`src/rtl/delay_elem.sv`:
```
// Pulse propagation delay meter: counts clk periods from a sent rising edge to a received rising edge.
// Optional input synchronizers are enabled by defining DELAY_ELEM_SYNC_EN (adds 2 cycles to both detections).
// Result, done and overflow are registered; the result holds until the next completed measurement.
module delay_elem #(
  parameter int PERIODS_DIM = 16
) (
  input  logic                   clk,
  input  logic                   rst,
  input  logic                   sent_signal,
  input  logic                   recieved_signal,
  output logic [PERIODS_DIM-1:0] delay_in_clk_periods,
  output logic                   busy,
  output logic                   done,
  output logic                   overflow
);

  localparam logic [PERIODS_DIM-1:0] CNT_ONE = {{(PERIODS_DIM-1){1'b0}}, 1'b1};
  localparam logic [PERIODS_DIM-1:0] CNT_MAX = {PERIODS_DIM{1'b1}};

  typedef enum logic {IDLE, MEAS} state_t;

  logic sent_s;
  logic rcv_s;

`ifdef DELAY_ELEM_SYNC_EN
  logic [1:0] sent_sync;
  logic [1:0] rcv_sync;

  // Two-flop synchronizers; reset high so a line already high at reset release is not an edge.
  always_ff @(posedge clk or posedge rst) begin
    if (rst) begin
      sent_sync <= 2'b11;
      rcv_sync  <= 2'b11;
    end else begin
      sent_sync <= {sent_sync[0], sent_signal};
      rcv_sync  <= {rcv_sync[0], recieved_signal};
    end
  end

  assign sent_s = sent_sync[1];
  assign rcv_s  = rcv_sync[1];
`else
  assign sent_s = sent_signal;
  assign rcv_s  = recieved_signal;
`endif

  logic sent_hist;
  logic rcv_hist;
  logic sent_edge;
  logic rcv_edge;

  // Edge history registers; reset to 1 to suppress a false edge on lines high at reset release.
  always_ff @(posedge clk or posedge rst) begin
    if (rst) begin
      sent_hist <= 1'b1;
      rcv_hist  <= 1'b1;
    end else begin
      sent_hist <= sent_s;
      rcv_hist  <= rcv_s;
    end
  end

  assign sent_edge = sent_s & ~sent_hist;
  assign rcv_edge  = rcv_s & ~rcv_hist;

  state_t                 state_q, state_d;
  logic [PERIODS_DIM-1:0] cnt_q, cnt_d;
  logic [PERIODS_DIM-1:0] delay_q, delay_d;
  logic                   done_q, done_d;
  logic                   ovf_q, ovf_d;

  // State, counter and result registers.
  always_ff @(posedge clk or posedge rst) begin
    if (rst) begin
      state_q <= IDLE;
      cnt_q   <= '0;
      delay_q <= '0;
      done_q  <= 1'b0;
      ovf_q   <= 1'b0;
    end else begin
      state_q <= state_d;
      cnt_q   <= cnt_d;
      delay_q <= delay_d;
      done_q  <= done_d;
      ovf_q   <= ovf_d;
    end
  end

  // Next-state logic: a sent edge arms the counter with 1 so the result equals the detection-cycle
  // difference; a received edge or counter saturation closes the measurement.
  always_comb begin
    state_d = state_q;
    cnt_d   = cnt_q;
    delay_d = delay_q;
    done_d  = 1'b0;
    ovf_d   = ovf_q;
    case (state_q)
      IDLE: begin
        // Sent wins over a simultaneous received edge; a lone received edge is ignored.
        if (sent_edge) begin
          state_d = MEAS;
          cnt_d   = CNT_ONE;
        end
      end
      MEAS: begin
        // Further sent edges are ignored: no restart while measuring.
        if (rcv_edge) begin
          delay_d = cnt_q;
          ovf_d   = 1'b0;
          done_d  = 1'b1;
          state_d = IDLE;
          cnt_d   = '0;
        end else if (cnt_q == CNT_MAX) begin
          delay_d = CNT_MAX;
          ovf_d   = 1'b1;
          done_d  = 1'b1;
          state_d = IDLE;
          cnt_d   = '0;
        end else begin
          cnt_d = cnt_q + CNT_ONE;
        end
      end
      default: begin
        state_d = IDLE;
        cnt_d   = '0;
      end
    endcase
  end

  assign busy                 = (state_q == MEAS);
  assign done                 = done_q;
  assign overflow             = ovf_q;
  assign delay_in_clk_periods = delay_q;

endmodule

```
`config.mk`:
```
export PLATFORM = sky130hd
export DESIGN_NAME = delay_elem
export DESIGN_NICKNAME = d
export VERILOG_FILES = /design/src/rtl/delay_elem.sv
export SDC_FILE = /design/constraint.sdc
export NUM_CORES = 1
export LEC_CHECK = 0
export BUFFER_PORTS_ARGS = -buffer_cell sky130_fd_sc_hd__buf_2
export CAP_MARGIN = 10
export CORE_ASPECT_RATIO = 0.5
export CORE_UTILIZATION = 47
export DETAILED_ROUTE_END_ITERATION = 6
export HOLD_SLACK_MARGIN = 0.12
export PLACE_DENSITY_LB_ADDON = 0.2
export SYNTH_ARGS = -nofsm -noshare
export SYNTH_HDL_FRONTEND = slang
export SYNTH_SLANG_ARGS = --single-unit
```
`constraint.sdc`:
```
create_clock -name clk -period 5 [get_ports clk]
set_input_delay 1.5 -clock clk [delete_from_list [all_inputs] [get_ports clk]]
set_output_delay 1.5 -clock clk [all_outputs]
set_load 0.005 [all_outputs]
```
==> results.py <==
metrics = {
    "worst_setup_path": {
        "worstPathCellList": "buf_2, nand2b_1, nand2_1, a21oi_1, a21oi_1, mux2i_1",
        "start_kind": "input port",
        "cp.arrival_ns": 3.01,
        "rrSetupSlack_ns": 2.54,
        "required_ns": 5.22,
        "crit_path_top_delay_cell": "a21oi_1",
        "crit_top_cell": "a21oi_1",
        "cp-end-kind": "register",
        "max_stage_delay_ns": 0.83,
        "worstSetupPathType": "in -> reg",
        "critPathMaxFanout": 14,
    },
    "die": {
        "die_area_sq_um": 3700,
        "io_pins": 23,
        "fp.dieW_um": 85.1,
        "start_util_pct": 51.7,
        "core.rowCount": 14,
        "core_area_sq_um": 3140,
        "die_h_um": 43.5,
    },
    "power": {
        "peakVddDrop_uv": 217,
        "p_leak_nw": 0.853,
        "power.density_nw_per_um2": 408,
        "total_power_mw": 0.751,
    },
    "cts": {
        "clock_sinks": 37,
        "clk_pin_slew_ns": 0.07,
        "hold_buffers": 0,
        "clockRootBuffer": "clkbuf_8",
        "cts_tree": "built",
        "clk_latency_ns": 0.29,
        "cts_made_buffers": 5,
        "post_cts.repair.setup_buffers": 0,
        "htree_levels": 2,
        "clockBufferDepth": 2,
        "ctsResizeCount": 0,
    },
    "yosys": {
        "synthTopCellsByArea": "dfrtp_1 (54%), o22a_1 (8.6%), nand3_1 (4.6%)",
        "synth.avg_cell_area_sq_um": 10.8,
        "synth_nets": 155,
        "ys_seq_elements": 37,
        "yosysSeqAreaShare_pct": 57.3,
        "syn-instance-count": 150,
        "yosysUniqueCellTypes": 35,
        "syn_area_sq_um": 1620,
        "yosys_warnings": 0,
        "yosys.area.top_type": "dfrtp_1",
        "yosys.area.top_type_share_pct": 54.0,
    },
    "grt": {
        "gr-total-overflow": 0,
        "grt_use_total_pct": 20.8,
        "grt_pass1_vias": 1122,
        "grt_pass1_wl_um": 5550,
        "antenna_found_initial": 0,
        "grt_start_max_net_pins": 38,
    },
    "timing": {
        "slew-limit-headroom_pct": 32.8,
        "hold_viol": 0,
        "setup_viol": 0,
        "min_period_over_period_pct": 55.9,
        "rsz0062_at_grt": "no",
        "max_freq_mhz": 357,
        "final_max_slew_viol_count": 0,
        "tightest_slew_ns": 1.01,
        "fin_ws_ns": 2.20,
        "finalClockSkew_ns": 0.00677,
        "fin_tns_setup_ns": 0,
        "period_needed_ns": 2.80,
    },
    "hold_path": {
        "worst_hold_path_type": "reg -> reg",
    },
    "finish": {
        "filler_cell_count": 263,
        "layout_common_cells": "dfrtp_1 (35), buf_2 (22), nand2_1 (16), o22a_1 (16), nand3_1 (15)",
        "syn_to_final_growth_pct": 13.4,
        "drive_gt1_share_pct": 18.8,
        "final_core_util_pct": 58.7,
        "mostFrequentLayoutCell": "dfrtp_1",
        "insertedDiodeCount": 0,
        "register_area_sq_um": 928,
        "stdcell_count": 216,
        "finalNetCount": 180,
        "multiInputGateArea_sq_um": 641,
    },
    "route": {
        "wirelength_um": 3350,
        "vias": 1232,
        "viasPerCell": 5.70,
        "drc": 0,
        "drtIter0Drc": 93,
        "ant_nets": 0,
        "wl_per_cell_um": 15.5,
        "first_pass_iters": 4,
    },
    "place": {
        "numPortBuffers": 22,
        "placed_cells": 207,
        "dpl.hpwl_um": 2160,
        "gp_congestion": 0.845,
        "dp_slack_ns": 1.89,
    },
    "status": {
        "status": "finished, final reports clean",
    },
    "flow_run": {
        "drv_cap": 0,
    },
}
kinds of logic after synthesis:
kind of cell / Yosys count / synth area share (%)
simple gates: 54 / 17.2
compound gates: 46 / 20.4
flops: 37 / 57.3
buf+inv: 10 / 3.24
xor+xnor: 1 / 0.540
mux: 1 / 0.617
fa+ha+maj: 1 / 0.771
synth_stat cells (all sizes together):
library cell and instances:
a22oi 2, nor2 6, clkbuf 4, a211oi 1, and2 2, buf 2
o311ai 1, ha 1, o31ai 2, nand2b 1, o21a 1, nand4 1
nor3 3, o21ai 9, xnor2 1, and3 2, nand3 16, nand2 16
mux2i 1, a21oi 6, dfstp 2, dfrtp 35, nor2b 2, a22o 1
nor4 2, or3 3, o31a 1, inv 4, a21o 5, a31oi 1
o22a 16
cell type report:
type	count	share of cell area (%)
sequential	37	50.5
timing repair buffer	24	6.80
clock buffer	8	4.35
inverter	4	0.816
multi-input combinational	103	34.8
tap	40	2.72
worst max-delay path, delay by kind of cell:
kind / cells / cell delay (ns)
compound gates: 2 / 1.00
simple gates: 2 / 0.25
mux: 1 / 0.16
buf+inv: 1 / 0.11
where the power goes:
part / internal, mW / switching (mW)
Sequential: 0.354 / 0.0389
Combinational: 0.0831 / 0.0769
Clock: 0.0989 / 0.0995
Total: 0.536 / 0.215
sequential cells by signal, summed over array words and instances (netlist names):
register              cells
rcv_hist                  1
busy                      1
done                      1
sent_hist                 1
delay_in_clk_periods     16
cnt_q                    16
overflow                  1
metrics by stage:
stage	hold slack, ns	instance area, sq um
finish	0.503	1840
global route	0.525	1840
CTS	0.508	1830
detailed placement	0.492	1750
global placement	0.485	1750
floorplan	0.460	1620
layer usage:
metal,global-route usage (%),up-vias,share of wire (%)
li1,-,604,-
met1,28.2,595,53
met5,0,-,0
met2,30.2,29,40
met4,7.12,0,1.4
met3,9.14,4,5.1
worst paths after layout:
kind,start,endpoint,cells after the start
max,recieved_signal,cnt_q[2],6
min,delay_in_clk_periods[6],delay_in_clk_periods[6],1
max reg2reg,cnt_q[0],delay_in_clk_periods[0],6
min reg2reg,delay_in_clk_periods[6],delay_in_clk_periods[6],1
max in group asynchronous,rst,sent_hist,3
min in group asynchronous,rst,delay_in_clk_periods[10],3
No activity file was read; power rests on OpenSTA's default activity.
